File: src/rtl/ahb_slave_interface.sv
// ahb_slave_interface: AHB front end of the AHB2APB bridge; pipelines address/data/direction, decodes slots and answers OKAY or a two-cycle ERROR.
module ahb_slave_interface #(
  parameter logic [31:0] BASE_ADDR = 32'h8000_0000,
  parameter int SLOT_SHIFT = 26
) (
  input  logic        hclk,
  input  logic        hresetn,
  input  logic        hwrite,
  input  logic        hreadyin,
  input  logic [1:0]  htrans,
  input  logic [31:0] haddr,
  input  logic [31:0] hwdata,
  input  logic [31:0] prdata,
  input  logic        ready_in,
  output logic        valid,
  output logic [2:0]  tempselx,
  output logic [31:0] haddr1,
  output logic [31:0] haddr2,
  output logic [31:0] hwdata1,
  output logic [31:0] hwdata2,
  output logic        hwrite_reg,
  output logic        hwrite_reg1,
  output logic [31:0] hrdata,
  output logic [1:0]  hresp,
  output logic        hreadyout
);
  typedef enum logic [1:0] {OKAY, ERR1, ERR2} state_t;
  localparam logic [31:0] SLOT_LIM = 32'(3) << SLOT_SHIFT;
  state_t state_q, state_d;
  logic [31:0] haddr1_q, haddr1_d, haddr2_q, haddr2_d, hwdata1_q, hwdata1_d, hwdata2_q, hwdata2_d;
  logic hwrite_reg_q, hwrite_reg_d, hwrite_reg1_q, hwrite_reg1_d;
  logic [31:0] off, slot;
  logic in_range, active;
  always_comb begin
    off = haddr - BASE_ADDR;
    slot = off >> SLOT_SHIFT;
    in_range = (haddr >= BASE_ADDR) && (off < SLOT_LIM);
    tempselx = !in_range ? 3'b000 : slot == 32'd0 ? 3'b001 : slot == 32'd1 ? 3'b010 : 3'b100;
    active = hreadyin & htrans[1];
  end
  always_comb begin
    haddr1_d = haddr;
    haddr2_d = haddr1_q;
    hwdata1_d = hwdata;
    hwdata2_d = hwdata1_q;
    hwrite_reg_d = hwrite;
    hwrite_reg1_d = hwrite_reg_q;
  end
  always_ff @(posedge hclk) begin
    if (hresetn) begin
      haddr1_q <= '0;
      haddr2_q <= '0;
      hwdata1_q <= '0;
      hwdata2_q <= '0;
      hwrite_reg_q <= 1'b0;
      hwrite_reg1_q <= 1'b0;
    end else begin
      haddr1_q <= haddr1_d;
      haddr2_q <= haddr2_d;
      hwdata1_q <= hwdata1_d;
      hwdata2_q <= hwdata2_d;
      hwrite_reg_q <= hwrite_reg_d;
      hwrite_reg1_q <= hwrite_reg1_d;
    end
  end
  always_ff @(posedge hclk) begin
    if (hresetn) state_q <= OKAY;
    else state_q <= state_d;
  end
  always_comb begin
    state_d = state_q == ERR1 ? ERR2 :
              state_q == ERR2 ? OKAY :
              (active && !in_range) ? ERR1 : OKAY;
  end
  always_comb begin
    hresp = state_q == OKAY ? 2'b00 : 2'b01;
    hreadyout = state_q == OKAY ? ready_in : state_q == ERR2;
    valid = active & in_range & (state_q == OKAY) & ~hresetn;
    hrdata = prdata;
    haddr1 = haddr1_q;
    haddr2 = haddr2_q;
    hwdata1 = hwdata1_q;
    hwdata2 = hwdata2_q;
    hwrite_reg = hwrite_reg_q;
    hwrite_reg1 = hwrite_reg1_q;
  end
endmodule

File: config.mk
export PLATFORM = sky130hd
export DESIGN_NAME = ahb_slave_interface
export DESIGN_NICKNAME = d
export VERILOG_FILES = /design/src/rtl/ahb_slave_interface.sv
export SDC_FILE = /design/constraint.sdc
export NUM_CORES = 1
export LEC_CHECK = 0
export CAP_MARGIN = 20
export CORE_ASPECT_RATIO = 1.25
export CORE_MARGIN = 2
export CORE_UTILIZATION = 25
export CTS_BUF_LIST = sky130_fd_sc_hd__clkbuf_4
export DETAILED_ROUTE_END_ITERATION = 8
export MAX_ROUTING_LAYER = met4
export SLEW_MARGIN = 10
export SYNTH_ARGS = -nofsm -noshare
export SYNTH_HDL_FRONTEND = slang
export SYNTH_SLANG_ARGS = --single-unit
File: constraint.sdc
create_clock -name hclk -period 1.6 [get_ports hclk]
set_input_delay 0.24 -clock hclk [delete_from_list [all_inputs] [get_ports hclk]]
set_output_delay 0.24 -clock hclk [all_outputs]
set_load 0.05 [all_outputs]
Yosys cells after proc, flatten, opt, wreduce, memory -nomap -nowiden
Cells that the tools add are included.
Widths: inputs -> output; s select.

cells by class
  bitwise gates (word level) = 5
  eq/ne operators = 3
  $add $sub $neg = 1
  magnitude comparators = 2
  reductions and logical operators = 6
  muxes and demuxes = 8

operator list
  cell                    number
  $ge 32x32->1 const B    1
  $logic_not 32->1        1
  $lt 32x28->1 const B    1
  $sub 32x32->32 const B  1
  $mux 3                  3
  $eq 6x1->1 const B      1
  $and 1x1->1             4
  $mux 1                  4
  $reduce_or 3->1         1
  $eq 2x1->1 const B      1
  $eq 2x2->1 const B      1
  $logic_and 1x1->1       2
  $logic_not 2->1         1
  $mux 2                  1
  $logic_not 1->1         1
  $not 1->1               1

word-level totals
  bits in registers = 132
  logic and storage cells = 33

Logic depth before layout (Yosys ltp)
Gate-level depths: netlist (run 1).

  depth in word-level cells = 8
  depth in mapped cells = 3
  mapped depth without buffers = 2

Least setup slack after synthesis (run 1)
OpenSTA, ideal clock, no wires.

  kind = input port to output port
  from = input haddr[29]
  to = output tempselx[1]
  data required time = 1.360 ns
  stages on the path = 2
  arrival = 1.979 ns
  slack = -0.619 ns
  buffers on the path = 0
  path through = or4b_4 -> nor3b_1

on the way
  cells in the longest elaborated chain, start to end = 5
  elaborated cells on any way between the ends = 9

RTL lines
  element                                                 line  source
  start, declared                                         11    input logic [31:0] haddr,
  branches (longest 4 deep; another with $sub 32x32->32)  --
  $mux 3 *                                                38    tempselx = !in_range ? 3'b000 : slot == 32'd0 ? 3'b001 : slot == 32'd1 ? 3'b010 : 3'b100;
  end, declared                                           16    output logic [2:0] tempselx,

Mark *: on every way between the ends.

Worst setup path after layout (run 1)
  from = register state_q[0]
  to = output valid

on the way
  cells in the longest elaborated chain, start to end = 3

RTL lines
  element                   line  source
  start, declared           29    state_t state_q, state_d;
  start signal, assigned    68    else state_q <= state_d;
  $logic_not 2->1           78    valid = active & in_range & (state_q == OKAY) & ~hresetn;
  $and 1x1->1 (2 in a row)  78
  end, declared             15    output logic valid,

No other way between the ends.

==> impl_results.md, run 1 <==
- Leak: 2.68 nW
- Reg2reg start: state_q[1]
- Crit-path max FO: 2
- R2r endpoint: state_q[0]
- # setup viols final: 2
- Hold EP: haddr1[26]
- Clk Latency, worst-skew pair: 0.51 ns
- Layout area overhead: 57.3%
- Rel. slew slack: 0.646
- Outcome: finished with violations
- Htree depth: 4
- DRT iter0 DRCs: 92
- Final Skew: roughly 0.024 ns
- Max VDD drop: 0.565 mV
- Setup crit start kind: flip-flop
- Mapped Cells: 324
- Largest net degree at the start of global routing: 132
- Overflow after GRT: 0
- Initial core utilization: 0.257
- M1 WL: between 3 and 4 mm
- Row cnt: 50
- Final Hold Fails: 0
- Reg2Reg Depth: 4
- Routability congestion estimate: 0.794
- Pwr Total: ~7 mW
- Crit end category: primary output
- CTS Sinks: about 130
- Layout cell share with drive strength beyond 1: 0.365
- Tmin final: roughly 1.8 ns
- R2R setup slack: around 0.56 ns
- PD cells: between 1000 and 1500 nW/um^2
- Synth unique cells: 18
- Critical path class: reg2out
- Via-to-Cell Ratio: 3.78
- Core ar.: 15100 sq um
- Max Transition Viols Final: 0
- Initial antenna violation count: 1
- Period Utilization, post-route: 1.10
- Worst-margin pin slew: between 0.5 and 0.6 ns
- Die area: around 16000 sq um
- Clock transition at path regs: 0.11 ns
- Top sig layer: met4
- Max stage delay on crit path: 0.34 ns
- Crit path cell chain: or2_4, nor4b_4, buf_12
- Hold Startpoint: haddr[26]
- Drt total wl: just under 10 mm
- First-pass GRT wire length: 13.9 mm
- Max frequency: ~570 MHz
- Clock Tree Root: clkbuf_4
- Register area share after synthesis: 0.683
- Min-Delay Path Class: in2reg
- Post-Syn Area per Cell: 11.9 sq um
- Final worst slack: -0.162 ns
- Die width: approximately 120 um
- WL met2: about 5 mm
- WHS: approximately 0.17 ns
- CP required: ~1.4 ns
- Min-Delay Path Depth: 2
- TritonCTS buffer count: 17
- Fillers: 1459
- Synth Register Bits: about 130
- Critical Path AT: roughly 1.5 ns
- Mapped cell area: between 3000 and 4000 sq um
- Number of antenna-violating nets in the routed design: 0
- DRC: 0
- Die H: 143 um
- Net count after synthesis: 427
- Failing checks: negative setup slack
- GRT Overall Usage: 0.118
- Routed wire per std cell: 13.4 um
- IO Port Bufs: 205
- Met3 wire length: between 1 and 1.5 mm
- Routed vias: 2779
- HPWL after DPL: 7.41 mm
- Vias in the first global route: 2709
- RSZ-0062 raised after global routing: yes
- Clock Path Buffers: 2
- Synthesis warning total: 0
- Max_cap viols: 0
- Slowest CP cell: dfxtp_2
- Place WS: -0.393 ns
- CTS tree: done
- I/O pins: 272
- 1st-pass router iterations: 4
- Fin nets: 618
-- metrics by stage --
step / TNS [ns] / instance area, sq um / util / cells
floorplan: -0.339 / 3900 / - / 324
global placement: -1.29 / 5690 / 0.378 / 697
detailed placement: -1.45 / 5690 / 0.378 / 697
CTS: -0.260 / 6040 / 0.401 / 733
global route: -0.368 / 6080 / 0.404 / 735
finish: -0.169 / 6080 / 0.404 / 735
-- power by group --
group          internal (mW)  switching [mW]
logic                  0.454           0.749
clock network           1.09            1.20
registers               3.44          0.0603
-- routing by layer --
metal | global-route usage | vias up
li1 | - | 1337
met1 | 0.105 | 1248
met2 | 0.198 | 156
met3 | 0.0573 | 38
met4 | 0.0761 | 0
met5 | - | -
-- area by class of cell --
| class | count | area [sq um] | share of cell area |
|---|---|---|---|
| clock buffers | 18 | 135 | 0.0222 |
| diodes | 1 | 2.50 | 0.000411 |
| multi-input cells | 145 | 983 | 0.162 |
| well taps | 208 | 260 | 0.0428 |
| clock inverters | 12 | 158 | 0.0259 |
| repair buffers | 219 | 1900 | 0.312 |
| flip-flops and latches | 132 | 2650 | 0.435 |
-- what timing repair did --
| item | 4_1_cts | 5_1_grt |
|---|---|---|
| setup buffers | 2 | 1 |
| pin swaps | 4 | 3 |
| hold buffers | 4 | 0 |
| resized for setup | 23 | 7 |
| endpoints found under the setup margin | 6 | 6 |
| hold endpoints to repair | 4 | 0 |
-- worst max-delay path, delay by kind of cell, from the launching register on --
family	cells	cell delay (ns)
AND/OR/NAND/NOR	2	0.52
flip-flops	1	0.34
buffers and inverters	1	0.18
-- cells by family after synthesis --
family                 after synthesis  synth area share
AND/OR/NAND/NOR                    142             0.233
other                                1          0.000970
flip-flops                         132             0.683
XOR/XNOR                             1           0.00227
AO/OA/AOI/OAI                        1           0.00227
buffers and inverters               47            0.0780
-- how the worst max path moves through the flow --
stage	from	to	slack (ns)	cells after the start
6_report	state_q[0]	valid	-0.16	3
3_3_place_gp	haddr[29]	valid	-0.37	4
3_5_place_dp	haddr[29]	valid	-0.39	4
5_1_grt	state_q[0]	valid	-0.29	3
4_1_cts	state_q[0]	valid	-0.24	3
2_1_floorplan	haddr[29]	tempselx[2]	-0.15	2
-- placed cells by master, fill, tap and decap left out, types with 2 or more instances in the layout --
| master | Yosys | layout |
|---|---|---|
| buf_4 | 33 | 140 |
| dfxtp_1 | 132 | 130 |
| nor2b_1 | 129 | 129 |
| clkdlybuf4s50_1 | 0 | 62 |
| clkbuf_4 | 0 | 18 |
| buf_12 | 0 | 6 |
| dlygate4sd3_1 | 0 | 4 |
| clkinvlp_4 | 0 | 3 |
| bufinv_16 | 0 | 3 |
| buf_6 | 0 | 3 |
| nor3b_4 | 0 | 2 |
| nor2_4 | 0 | 2 |
| clkinv_4 | 0 | 2 |
| clkinv_2 | 0 | 2 |
| inv_6 | 0 | 2 |
| dlymetal6s2s_1 | 0 | 2 |
| buf_2 | 1 | 2 |
| dfxtp_2 | 0 | 2 |
-- synthesized netlist by cell type --
master / n / area (sq um)
clkbuf_1: 11 / 41.3
nor3b_1: 3 / 22.5
xor2_1: 1 / 8.76
nor2_1: 2 / 7.51
or2_2: 1 / 6.26
nor4b_2: 1 / 15.0
nor2b_2: 1 / 8.76
dfxtp_1: 132 / 2640
a311oi_1: 1 / 8.76
nand2_1: 1 / 3.75
conb_1: 1 / 3.75
nor2b_1: 129 / 807
or4b_4: 1 / 13.8
nand3b_1: 1 / 7.51
nor3_1: 2 / 10.0
buf_2: 1 / 5.00
buf_1: 2 / 7.51
buf_4: 33 / 248
No activity file was read; power rests on OpenSTA's default activity.
==> inputs of run 2 (changes only) <==
--- a/config.mk
+++ b/config.mk
@@ -7,12 +7,14 @@
 export LEC_CHECK = 0
 export CAP_MARGIN = 20
 export CORE_ASPECT_RATIO = 1.25
-export CORE_MARGIN = 2
+export CORE_MARGIN = 5
 export CORE_UTILIZATION = 25
 export CTS_BUF_LIST = sky130_fd_sc_hd__clkbuf_4
 export DETAILED_ROUTE_END_ITERATION = 8
+export GPL_ROUTABILITY_DRIVEN = 0
 export MAX_ROUTING_LAYER = met4
 export SLEW_MARGIN = 10
 export SYNTH_ARGS = -nofsm -noshare
 export SYNTH_HDL_FRONTEND = slang
 export SYNTH_SLANG_ARGS = --single-unit
+export TNS_END_PERCENT = 20
==> impl_results.md, run 2 (same netlist as run 1, synthesis figures left out) <==
- # setup viols final: 5
- CTS Sinks: around 130
- HPWL after DPL: 7.92 mm
- Clock Path Buffers: 2
- Routed wire per std cell: around 14 um
- Overflow after GRT: 0
- Row cnt: 50
- WL met2: 5.05 mm
- Min-Delay Path Class: in2reg
- PD cells: 1130 nW/um^2
- Rel. slew slack: 0.581
- Most frequent cells in the layout: buf_4 (138), dfxtp_1 (130), nor2b_1 (129)
- Critical path class: reg2out
- Max Transition Viols Final: 0
- CP required: 1.36 ns
- Largest net degree at the start of global routing: 132
- DRC: 0
- Die area: 18100 sq um
- Routed vias: 2748
- Area after DPL: between 5000 and 6000 sq um
- I/O pins: 272
- Core ar.: 15100 sq um
- Period Utilization, post-route: 1.13
- TritonCTS buffer count: 17
- IO Port Bufs: 205
- Cell area after layout: 5990 sq um
- Drt total wl: 10.5 mm
- Setup crit start kind: flip-flop
- Max VDD drop: roughly 0.44 mV
- Number of antenna-violating nets in the routed design: 0
- Outcome: finished with violations
- M1 WL: 3.76 mm
- DRT iter0 DRCs: 54
- Final Hold Fails: 0
- Place WS: -0.469 ns
- Critical Path AT: 1.57 ns
- Final Skew: 0.0183 ns
- WHS: 0.146 ns
- Max frequency: ~550 MHz
- Crit-path max FO: 2
- Die width: ~120 um
- RSZ-0062 raised after global routing: yes
- Top sig layer: met4
- Pwr Total: around 6.8 mW
- Fin nets: between 600 and 700
- 1st-pass router iterations: 4
- Initial core utilization: 0.257
- CTS tree: done
- Clk Latency, worst-skew pair: 0.50 ns
- Met3 wire length: 1.18 mm
- Crit end category: primary output
- Clock Tree Root: clkbuf_4
- Layout cell share with drive strength beyond 1: 0.354
- Final worst slack: -0.209 ns
- Vias in the first global route: 2929
- Die H: 149 um
- Worst-margin pin slew: 0.629 ns
- Tmin final: about 1.8 ns
- GRT Overall Usage: 0.119
- Initial antenna violation count: 0
- Commonest non-fill, non-tap cell in the layout: buf_4
- Htree depth: 4
- Via-to-Cell Ratio: between 3 and 4
- Failing checks: negative setup slack
- Max_cap viols: 0
- Clock transition at path regs: 0.10 ns
- Fin Setup TNS: -0.313 ns
- Leak: 2.62 nW
- Layout area overhead: 54.8%
- First-pass GRT wire length: 15.6 mm
==> run 2: cell types whose count changed in the layout (fill, tap and decap cells not counted), sizes merged, moves of 2 or more <==
cell	change
buf	-4
inv	-2
dlymetal6s2s	-2
clkinv	+3
clkbuf	+2
clkdlybuf4s50	+2
==> run 2: area by class of cell <==
type / count / area (sq um)
Timing Repair Buffer: 215 / 1850
Tap cell: 208 / 260
Multi-Input combinational cell: 145 / 966
Antenna cell: 1 / 2.50
Clock buffer: 20 / 150
Fill cell: 1482 / 9090
Sequential cell: 132 / 2650
Clock inverter: 11 / 113
==> run 2: critical path, stage by stage (launching register included) <==
cell and delay [ns]:
dfxtp_2 0.33, or2_4 0.26, nor4b_4 0.31, buf_12 0.18
==> run 2: per-layer routing <==
| layer | up-vias | global-route usage |
|---|---|---|
| met3 | 55 | 0.0599 |
| li1 | 1331 | - |
| met5 | - | - |
| met2 | 159 | 0.191 |
| met1 | 1203 | 0.112 |
| met4 | 0 | 0.0779 |
==> run 2: timing repair <==
item                                    in CTS  in global routing
endpoints found under the setup margin       6                  6
gates cloned                                 0                  0
hold endpoints to repair                     3                  0
setup buffers                                2                  1
hold buffers                                 3                  0
gates resized for setup                     18                  1
pin swaps                                    4                  1
==> run 2: worst paths after layout <==
check | from | to | slack (ns) | cells after the start
worst max register to register | state_q[1] | state_q[0] | 0.58 | 4
worst min register to register | haddr1[31] | haddr2[31] | 0.46 | 1
worst max-delay path | state_q[1] | valid | -0.21 | 3
worst min-delay path | hresetn | state_q[0] | 0.15 | 3
==> run 2: stage by stage <==
| step | util | instances |
|---|---|---|
| finish | 0.397 | 732 |
| global route | 0.397 | 731 |
| CTS | 0.396 | 730 |
| detailed placement | 0.376 | 694 |
| global placement | 0.376 | 694 |
| floorplan | - | 324 |
==> run 2: report_power, final <==
| part | total, mW | internal, mW | switching (mW) | leakage, nW |
|---|---|---|---|---|
| combinational | 1.19 | 0.445 | 0.749 | 1.39 |
| clock | 2.08 | 0.952 | 1.12 | 0.139 |
| sequential | 3.50 | 3.44 | 0.0591 | 1.09 |
==> inputs of run 3 (changes only) <==
--- a/config.mk
+++ b/config.mk
@@ -11,9 +11,8 @@
 export CORE_UTILIZATION = 25
 export CTS_BUF_LIST = sky130_fd_sc_hd__clkbuf_4
 export DETAILED_ROUTE_END_ITERATION = 8
-export GPL_ROUTABILITY_DRIVEN = 0
 export MAX_ROUTING_LAYER = met4
-export SLEW_MARGIN = 10
+export SLEW_MARGIN = 15
 export SYNTH_ARGS = -nofsm -noshare
 export SYNTH_HDL_FRONTEND = slang
 export SYNTH_SLANG_ARGS = --single-unit
==> results of run 3 <==
Final layout, timing and power as in run 2 (identical DEF).
